[config.mk]
export PLATFORM = sky130hd
export DESIGN_NAME = bcd_to_binary_seq
export DESIGN_NICKNAME = d
export VERILOG_FILES = /design/src/rtl/bcd_conv_pkg.sv /design/src/rtl/bcd_to_binary_seq_nibble_adj.sv /design/src/rtl/bcd_to_binary_seq.sv
export SDC_FILE = /design/constraint.sdc
export NUM_CORES = 1
export LEC_CHECK = 0
export ABC_AREA = 1
export BUFFER_PORTS_ARGS = -buffer_cell sky130_fd_sc_hd__buf_2
export CORE_ASPECT_RATIO = 0.75
export CORE_MARGIN = 10
export CORE_UTILIZATION = 38
export CTS_CLUSTER_SIZE = 30
export DETAILED_ROUTE_END_ITERATION = 6
export GPL_TIMING_DRIVEN = 0
export REMOVE_ABC_BUFFERS = 1
export SYNTH_ARGS = -nofsm -noshare
export SYNTH_HDL_FRONTEND = slang
export SYNTH_HIERARCHICAL = 1
export SYNTH_SLANG_ARGS = --single-unit
[constraint.sdc]
create_clock -name clk -period 1.6 [get_ports clk]
set_input_delay 0.16 -clock clk [delete_from_list [all_inputs] [get_ports clk]]
set_output_delay 0.16 -clock clk [all_outputs]
set_load 0.02 [all_outputs]
[src/rtl/bcd_conv_pkg.sv]
// Shared constants and types for the sequential BCD-to-binary setpoint converter.
package bcd_conv_pkg;

    localparam int NUM_DIGITS = 6;
    localparam int BIN_W      = 20;
    localparam int OUT_W      = 16;
    localparam int BCD_W      = 4 * NUM_DIGITS;
    localparam int WORK_W     = BCD_W + BIN_W;
    localparam int CNT_W      = $clog2(BIN_W + 1);

    localparam logic [OUT_W-1:0] MAX_OUT = 16'hFFFF;

    typedef enum logic [1:0] {IDLE, CONV, DONE} state_t;

    function automatic logic has_bad_digit(input logic [BCD_W-1:0] bcd);
        logic bad;
        bad = 1'b0;
        for (int i = 0; i < NUM_DIGITS; i++)
            if (bcd[4*i +: 4] > 4'd9) bad = 1'b1;
        return bad;
    endfunction

endpackage

[src/rtl/bcd_to_binary_seq_nibble_adj.sv]
// One BCD column of the reverse double-dabble step: subtract 3 when the nibble is 8 or more.
module bcd_nibble_adj (
    input  logic [3:0] din,
    output logic [3:0] dout
);

    assign dout = (din >= 4'd8) ? din - 4'd3 : din;

endmodule

[src/rtl/bcd_to_binary_seq.sv]
// Six-digit BCD to 16-bit binary converter, one reverse double-dabble iteration per clock,
// with digit validation at accept time and saturation on overflow.
module bcd_to_binary_seq
    import bcd_conv_pkg::*;
(
    input  logic             clk,
    input  logic             rst,
    input  logic             start,
    input  logic [BCD_W-1:0] bcd_in,
    output logic [OUT_W-1:0] volume_ml,
    output logic             done,
    output logic             busy,
    output logic             error
);

    state_t             state;
    logic [WORK_W-1:0]  work;
    logic [CNT_W-1:0]   cnt;
    logic               bad_pend;

    logic [WORK_W-1:0]  shifted;
    logic [BCD_W-1:0]   bcd_adj;
    logic [WORK_W-1:0]  work_nxt;

    assign shifted = work >> 1;

    for (genvar g = 0; g < NUM_DIGITS; g++) begin : g_adj
        bcd_nibble_adj u_adj (
            .din  (shifted[BIN_W + 4*g +: 4]),
            .dout (bcd_adj[4*g +: 4])
        );
    end

    assign work_nxt = {bcd_adj, shifted[BIN_W-1:0]};

    // An invalid entry reports one cycle after accept; bad_pend carries that cycle.
    always_ff @(posedge clk) begin
        if (rst) begin
            state     <= IDLE;
            work      <= '0;
            cnt       <= '0;
            bad_pend  <= 1'b0;
            volume_ml <= '0;
            done      <= 1'b0;
            busy      <= 1'b0;
            error     <= 1'b0;
        end else begin
            done <= 1'b0;
            case (state)
                IDLE, DONE: begin
                    if (bad_pend) begin
                        bad_pend  <= 1'b0;
                        done      <= 1'b1;
                        error     <= 1'b1;
                        volume_ml <= '0;
                        state     <= DONE;
                    end else if (start) begin
                        error <= 1'b0;
                        cnt   <= '0;
                        work  <= {bcd_in, {BIN_W{1'b0}}};
                        if (has_bad_digit(bcd_in)) begin
                            bad_pend <= 1'b1;
                            state    <= DONE;
                        end else begin
                            busy  <= 1'b1;
                            state <= CONV;
                        end
                    end else begin
                        state <= IDLE;
                    end
                end
                CONV: begin
                    if (cnt == CNT_W'(BIN_W)) begin
                        state <= DONE;
                        busy  <= 1'b0;
                        done  <= 1'b1;
                        if (|work[BIN_W-1:OUT_W]) begin
                            volume_ml <= MAX_OUT;
                            error     <= 1'b1;
                        end else begin
                            volume_ml <= work[OUT_W-1:0];
                            error     <= 1'b0;
                        end
                    end else begin
                        work <= work_nxt;
                        cnt  <= cnt + 1'b1;
                    end
                end
                default: state <= IDLE;
            endcase
        end
    end

endmodule

Yosys cells after proc, flatten, opt, wreduce, memory -nomap -nowiden
Cells that the tools add are included.
{"block": "totals", "reg_bits": 71, "inputBits": 27, "out_inout_bits": 19}
{"block": "op_classes", "addsub": 7, "order_cmp": 12, "eq_ne": 10, "n_mux": 49, "reduce_logical": 8}
{"operator": "$mux 44", "count": 3}
{"operator": "$pmux 44 s2", "count": 1}
{"operator": "$mux 16", "count": 3}
{"operator": "$pmux 16 s2", "count": 1}
{"operator": "$gt 4x4->1 const B", "count": 6}
{"operator": "$mux 4", "count": 6}
{"operator": "$mux 1", "count": 23}
{"operator": "$ge 4x4->1 const B", "count": 5}
{"operator": "$sub 4x2->4 const B", "count": 5}
{"operator": "$mux 5", "count": 3}
{"operator": "$ne 2x2->1 const B", "count": 6}
{"operator": "$pmux 5 s2", "count": 1}
{"operator": "$mux 2", "count": 4}
{"operator": "$pmux 1 s2", "count": 3}
{"operator": "$reduce_and 3->1", "count": 2}
{"operator": "$add 5x1->5 const B", "count": 1}
{"operator": "$eq 5x5->1 const B", "count": 1}
{"operator": "$reduce_and 5->1", "count": 1}
{"operator": "$ge 3x4->1 const B", "count": 1}
{"operator": "$pmux 2 s2", "count": 1}
{"operator": "$reduce_and 4->1", "count": 1}
{"operator": "$reduce_or 4->1", "count": 1}
{"operator": "$sub 3x2->4 const B", "count": 1}
{"operator": "$ne 3x3->1 const B", "count": 1}
{"operator": "other kinds (5)", "count": 5}

Logic depth before layout (Yosys ltp)
Gate-level depths: netlist of run 1.
{"block": "logic_depth", "ltp_word": 15, "ltp_mapped": 10, "ltp_nobuf": 10}

By module
Netlist of run 1, hierarchy kept.
{"module": "bcd_to_binary_seq", "instances": 1, "cells_per_inst": 444, "area_per_inst_um2": 3151.8}
{"module": "bcd_nibble_adj", "instances": 6, "cells_per_inst": 16, "area_per_inst_um2": 88.8}

Worst setup path before layout of run 1
OpenSTA, ideal clock, no wires.
{"block": "synth_timing", "path_type": "reg-to-reg", "start": "register cnt[0]", "end": "register cnt[0]", "setup_ns": 0.113, "t_arrival_ns": 1.376, "slack_ns": 0.111, "path_stages_with_launch": 11, "n_path_buf": 2, "cell_sequence": "dfxtp_1 inv_1 ha_1 nand4_2 nor2_1 nor2_2 nand2_4 buf_6 buf_8 o21ai_1 inv_1"}
{"block": "synth_between", "elab_chain_len": 3, "word_cells_on_any_way": 6}
{"element": "from (decl)", "line": "bcd_to_binary_seq.sv:18", "rtl": "logic [CNT_W-1:0] cnt;"}
{"element": "from (signal assigned)", "line": "bcd_to_binary_seq.sv:86", "rtl": "cnt <= cnt + 1'b1;"}
{"element": "$add 5x1->5 or $eq 5x5->1 (tied branches)", "line": "bcd_to_binary_seq.sv:86, bcd_to_binary_seq.sv:73"}
{"element": "$mux 5 or $ne 2x2->1 (tied branches)"}
{"element": "$pmux 5 s2 or $reduce_and 4->1 (tied branches)"}
Parallel ways exist; a longest one is shown, timed or not. The select of a mux whose other input is x is not followed.
A chain may end at the register's enable or synchronous reset.

Worst setup path in the final report of run 1
{"block": "layout_timing", "start": "register cnt[0]", "end": "register work[25]"}
{"block": "layout_between", "elab_chain_len": 3}
{"element": "$eq 5x5->1", "line": "bcd_to_binary_seq.sv:73", "rtl": "if (cnt == CNT_W'(BIN_W)) begin"}
{"element": "$ne 2x2->1 (no line)"}
{"element": "$reduce_and 4->1 (no line)"}
{"element": "to (signal assigned)", "line": "bcd_to_binary_seq.sv:60", "rtl": "work <= {bcd_in, {BIN_W{1'b0}}};"}
{"element": "to (signal assigned)", "line": "bcd_to_binary_seq.sv:85", "rtl": "work <= work_nxt;"}
{"element": "to (decl)", "line": "bcd_to_binary_seq.sv:17", "rtl": "logic [WORK_W-1:0] work;"}
No other way between the ends.

==> out/results.ini, run 1 <==
[cells_and_area]
final.fill_count = 964
antenna_cells = 0
final_nets = 637
layout_common_cells = nand2_1 (191), dfxtp_1 (67), a21oi_1 (59)
areaGrowthSynthToFinish_pct = 25.33
layout-drive-gt1-share = 0.2097
layout_commonest_cell = nand2_1

[clock_network]
cts_sinks = 71
clockBufferDepth = 2
cts_buffers = 9
clk_latency_ns = 0.32
ctsHoldBuffers = 0
clkSlewWorstSetupHoldPaths_ns = 0.06
htreeDepth = 3
clock-root-buffer = clkbuf_16
cts_tree = built

[critical_path]
critPathTopFamily = simple AND/OR/NAND/NOR gates
worstPathMaxFanout = 6
crit_type = reg -> reg
required_ns = 1.85
slowest_stage = dfxtp_2
cp_num_buf_inv = 3
cpPeakStageDelay_ns = 0.33
worst-endpoint-arrival_ns = 1.77
crit_path_end_kind = register
startpoint_type = register
cp_cell_sequence = inv_1 > ha_4 > nand4_4 > inv_2 > nand2_4 > nand2_8 > nor2_4 > clkbuf_16 > nand2_1 > a21oi_1

[placement]
dpl.hpwl_mm = 5.305
io_buffers = 45
routabilityCongestion = 0.7717
post-place-ws_ns = -0.7320

[synthesis]
ys_ff_latch = 71
synth_area_mm2 = 0.003685
yosys-top-cells-area = dfxtp_1 (39%), nand2_1 (20%), a21oi_1 (8.1%)
ys_types = 28
seq_area_frac_synth = 0.3857
synth.top_cell.area_share = 0.3857
synth_top_area_cell = dfxtp_1
ys_warn_count = 6
syn_area_per_cell_um2 = 6.824
netlist_instances = 540

[floorplan]
ios = 46
die_area_mm2 = 0.01408
coreArea_mm2 = 0.009542
fp.dieW_um = 133.7
fp-row-count = 31
start_util = 0.3862
die_y_um = 105.3

[power_and_ir_drop]
ir_worst_vdd_mv = 0.5305
p_per_area_mw_per_mm2 = 978.2
p_leak_nw = 1.996

[route]
antenna_left = 0
via_per_inst = 4.768
drc = 0
drt_first_iter_violations = 282
dr.pass1.iters = 5
wl_mm = 9.816
route.vias.total = 3495
drt-wirelength-per-cell_um = 13.39

[sta]
fin_worst_skew_ns = 0.005074
setup_tns_ns = 0
fmax_ghz = 0.6546
rsz0062_at_grt = no
tightest_slew_ns = 0.6587
hold_viol = 0
slew_headroom = 0.5608
period_needed_ns = 1.528
setup_ws_ns = 0.07243
drv_slew = 0
setup_violations = 0
finalCritPeriodShare = 0.9547

[min_path]
hold_class = in -> reg

[run]
maxCapViolCount = 0

[grt]
grt_pass1_vias = 3260
grt_start_max_net_pins = 53
grt_pass1_wl_mm = 15.71
overflow = 0
antenna_found_initial = 0
globalRouteTotalUtil = 0.1332

[run_status]
status = finished, final reports clean

==> state kept, by name (all words and copies together) (netlist names) <==
signal and count:
error 1, busy 1, cnt 5, state 2, done 1, work 44, volume_ml 16, bad_pend 1
==> worst paths after layout <==
kind	from	to	slack [ns]	cells after the start
max reg2reg	cnt[0]	work[25]	0.07	10
min	bcd_in[0]	work[20]	0.17	5
min reg2reg	work[20]	work[20]	0.46	2
max	cnt[0]	work[25]	0.07	10
==> worst reg2reg max path: stages, from the launching register on <==
cell and delay, ns:
dfxtp_2 0.33, inv_1 0.08, ha_4 0.17, nand4_4 0.10, inv_2 0.06, nand2_4 0.12
nand2_8 0.08, nor2_4 0.16, clkbuf_16 0.18, nand2_1 0.05, a21oi_1 0.13
==> what timing repair did <==
item | CTS | global route
endpoints found under the setup margin | 70 | 66
pin swaps | 7 | 5
gates resized for setup | 19 | 16
cloned | 9 | 2
buffers inserted | 10 | 2
==> cells in the mapped netlist (all sizes together) <==
master / instances
nand4: 3
inv: 51
a21oi: 69
a21boi: 6
buf: 15
nor2: 28
nand2: 204
nand3: 9
xor2: 9
clkbuf: 13
dfxtp: 71
o21a: 1
conb: 1
o21ai: 46
ha: 14
==> layer usage <==
layer,global-route usage,up-vias,wire length [um]
met4,0.04341,0,133
met2,0.2218,69,4790
li1,-,1818,-
met3,0.02846,11,514
met5,0,-,0
met1,0.1679,1597,4377
==> logic make-up (layout without fill, tap and decap cells) <==
group / after synthesis / in the layout / share of synthesized area
fa+ha+maj: 14 / 14 / 0.04754
compound gates: 122 / 122 / 0.1796
xor+xnor: 9 / 9 / 0.02139
flops: 71 / 71 / 0.3857
simple gates: 244 / 252 / 0.2720
other cells: 1 / 6 / 0.001018
buf+inv: 79 / 127 / 0.09270
==> cell type report <==
type                    count  area [um^2]  area share
flip-flops and latches     71         1429      0.3094
repair buffers             58        380.4     0.08236
repair inverters            2        15.01    0.003251
multi-input cells         403         2137      0.4627
clock buffers              10        239.0     0.05175
inverters                  51        207.7     0.04497
well taps                 132        165.2     0.03576
clock inverters             6        45.04    0.009753
==> per-stage QoR <==
| step | util | instances | hold WS, ns | area, um^2 | total power [mW] |
|---|---|---|---|---|---|
| global route | 0.4840 | 733 | 0.1966 | 4618 | 4.729 |
| finish | 0.4840 | 733 | 0.1735 | 4618 | 4.517 |
| floorplan | - | 517 | 0.2224 | 3556 | 2.326 |
| CTS | 0.4726 | 729 | 0.1695 | 4509 | 4.523 |
| detailed placement | 0.4136 | 694 | 0.4573 | 3946 | 2.525 |
| global placement | 0.4136 | 694 | 0.4523 | 3946 | 2.512 |
==> power breakdown <==
group          switching, mW  internal, mW  leakage [nW]  total (mW)
clock network          0.777          1.10         0.131        1.87
registers             0.0832          1.86         0.581        1.94
logic                  0.443         0.258          1.28       0.701
total                   1.30          3.21          2.00        4.52
Note: power is estimated with default switching activity, not from simulation.
==> run 2, diff against run 1 <==
--- a/config.mk
+++ b/config.mk
@@ -5,7 +5,7 @@
 export SDC_FILE = /design/constraint.sdc
 export NUM_CORES = 1
 export LEC_CHECK = 0
-export ABC_AREA = 1
+export ABC_AREA = 0
 export BUFFER_PORTS_ARGS = -buffer_cell sky130_fd_sc_hd__buf_2
 export CORE_ASPECT_RATIO = 0.75
 export CORE_MARGIN = 10
==> run 2 against run 1 <==
Sequential power about the same. Register-to-register slack lost 0.08 ns. Global-route usage grew 0.96 points. Critical path type unchanged. The flow now finishes with violations (setup timing).
==> out/results.ini, run 2 <==
[synthesis]
netlist_instances = 410
ys_top_cells_by_count = nand2_1 (75), dfxtp_1 (71), nor2_1 (68), a311oi_1 (24), a22oi_1 (21)
yosysMostFrequentCell = nand2_1
synth_top_area_cell = dfxtp_1
synth_edf_count = 0
ys_types = 37
syn_area_per_cell_um2 = 8.212
synth_flop_cell = dfxtp_1
yosys-top-cells-area = dfxtp_1 (42%), nand2_1 (8.4%), nor2_1 (7.6%)
synth_area_mm2 = 0.003367
synth.top_cell.area_share = 0.4221
ys_warn_count = 6
ys_ff_latch = 71
seq_area_frac_synth = 0.4221
async_flop_share = 0

[sta]
holdWs_ns = 0.08751
tightest_slew_ns = 1.350
setup_violations = 9
fin_worst_skew_ns = 0.006151
setup_ws_ns = -0.008238
setup_tns_ns = -0.02951
rsz0062_at_grt = yes
fmax_ghz = 0.6218
finalCritPeriodShare = 1.005
period_needed_ns = 1.608
hold_viol = 0
drv_slew = 0
slew_headroom = 0.1002

[cells_and_area]
largest_reg_flops = 44
antenna_cells = 0
multi_input_area_mm2 = 0.002046
seq_area_mm2 = 0.001430
layout_commonest_cell = nand2_1
regMostFlops = work
final.fill_count = 734
areaGrowthSynthToFinish_pct = 40.51
layout_common_cells = nand2_1 (74), dfxtp_1 (66), nor2_1 (59)
utilization = 0.5525
top_regs = work: 44 flops, volume_ml: 16 flops, cnt: 5 flops
final_nets = 533
fin_area_mm2 = 0.004731
layout-drive-gt1-share = 0.3179
final_cells = 605

[run_status]
status = finished, violations left
violations = setup timing

[grt]
grt_start_max_net_pins = 71
antenna_found_initial = 0
globalRouteTotalUtil = 0.1427
overflow = 0
grt_pass1_vias = 3058
grt_pass1_wl_mm = 15.26

[route]
dr.pass1.iters = 4
wl_mm = 9.746
via_per_inst = 5.352
drc = 0
drt_first_iter_violations = 220
drt-wirelength-per-cell_um = 16.11
antenna_left = 0
route.vias.total = 3238

[clock_network]
cts_tree = built
clk_latency_ns = 0.33
htreeDepth = 3
cts_sinks = 71
clock-root-buffer = clkbuf_16
clkSlewWorstSetupHoldPaths_ns = 0.06
cts_buffers = 9
clockBufferDepth = 2
ctsHoldBuffers = 0

[critical_path]
slowest_stage = dfxtp_2
worstPathMaxFanout = 7
cpPeakStageDelay_ns = 0.33
startpoint_type = register
worst-endpoint-arrival_ns = 1.84
crit_type = reg -> reg
crit_path_end_kind = register
cp_cell_sequence = inv_2 > ha_4 > and4b_4 > buf_12 > mux2i_4 > buf_6 > nor2_1 > a311oi_1
required_ns = 1.83

[floorplan]
die_y_um = 101.5
fp-row-count = 29
die_area_mm2 = 0.01306
coreArea_mm2 = 0.008563
start_util = 0.3932
ios = 46
fp.dieW_um = 128.7

[placement]
post_dp_cell_area_mm2 = 0.003669
routabilityCongestion = 0.7140
dp_cells = 543
post-place-ws_ns = -1.620
io_buffers = 45
dpl.hpwl_mm = 5.038

[run]
maxCapViolCount = 0

[min_path]
hold_class = in -> reg

[power_and_ir_drop]
p_per_area_mw_per_mm2 = 1034
ir_worst_vdd_mv = 0.5609
p_leak_nw = 1.896
power_mw = 4.890

[run 2: cell count changes after synthesis, sizes merged, moves of 7 or more]
| cell | change |
|---|---|
| a21oi | -61 |
| nor2b | +7 |
| a311oi | +24 |
| nor2 | +40 |
| nand2b | +8 |
| o21ai | -31 |
| inv | -32 |
| nand2 | -129 |
| nand3 | -8 |
| a211oi | +17 |
| a22oi | +21 |
[run 2: layer usage]
layer / routed length [um] / share of wire / GRT usage / up-vias
li1: - / - / - / 1584
met1: 4316 / 0.44 / 0.1776 / 1553
met2: 4726 / 0.48 / 0.2397 / 81
met3: 525 / 0.054 / 0.03340 / 20
met4: 177 / 0.018 / 0.04621 / 0
met5: 0 / 0 / 0 / -
[run 2: power breakdown]
| part | internal, mW | switching [mW] | total [mW] |
|---|---|---|---|
| Clock | 1.52 | 0.739 | 2.26 |
| Sequential | 1.86 | 0.0989 | 1.96 |
| Combinational | 0.302 | 0.368 | 0.670 |
| Total | 3.68 | 1.21 | 4.89 |
[run 2: cell families after synthesis]
group | after synthesis | share of synthesized area
compound gates | 94 | 0.2066
fa+ha+maj | 14 | 0.05203
simple gates | 169 | 0.2114
other cells | 1 | 0.001114
flops | 71 | 0.4221
buf+inv | 46 | 0.06317
mux | 2 | 0.009661
xor+xnor | 13 | 0.03382
[run 2: worst paths after layout]
check / from / end / slack, ns / cells past startpoint
max: cnt[0] / work[39] / -0.008 / 8
max reg2reg: cnt[0] / work[39] / -0.008 / 8
min: bcd_in[8] / work[28] / 0.09 / 3
min reg2reg: work[0] / volume_ml[0] / 0.48 / 2
[run 2: what timing repair did]
item / CTS / global route
pin swaps: 12 / 39
gates resized for setup: 21 / 49
endpoints found under the setup margin: 69 / 62
buffers inserted: 27 / 12
gates cloned: 7 / 0
[run 2: critical path, delay by kind of cell (launching register included)]
family,cells,cell delay (ns)
compound gates,1,0.22
fa+ha+maj,1,0.15
flops,1,0.33
buf+inv,3,0.35
mux,1,0.18
simple gates,2,0.28
[run 2: area by class of cell]
| type | instances | share of cell area |
|---|---|---|
| multi-input cells | 303 | 0.4324 |
| well taps | 108 | 0.02856 |
| clock buffers | 10 | 0.04840 |
| clock inverters | 6 | 0.02301 |
| inverters | 19 | 0.01508 |
| repair buffers | 88 | 0.1502 |
| flip-flops and latches | 71 | 0.3023 |
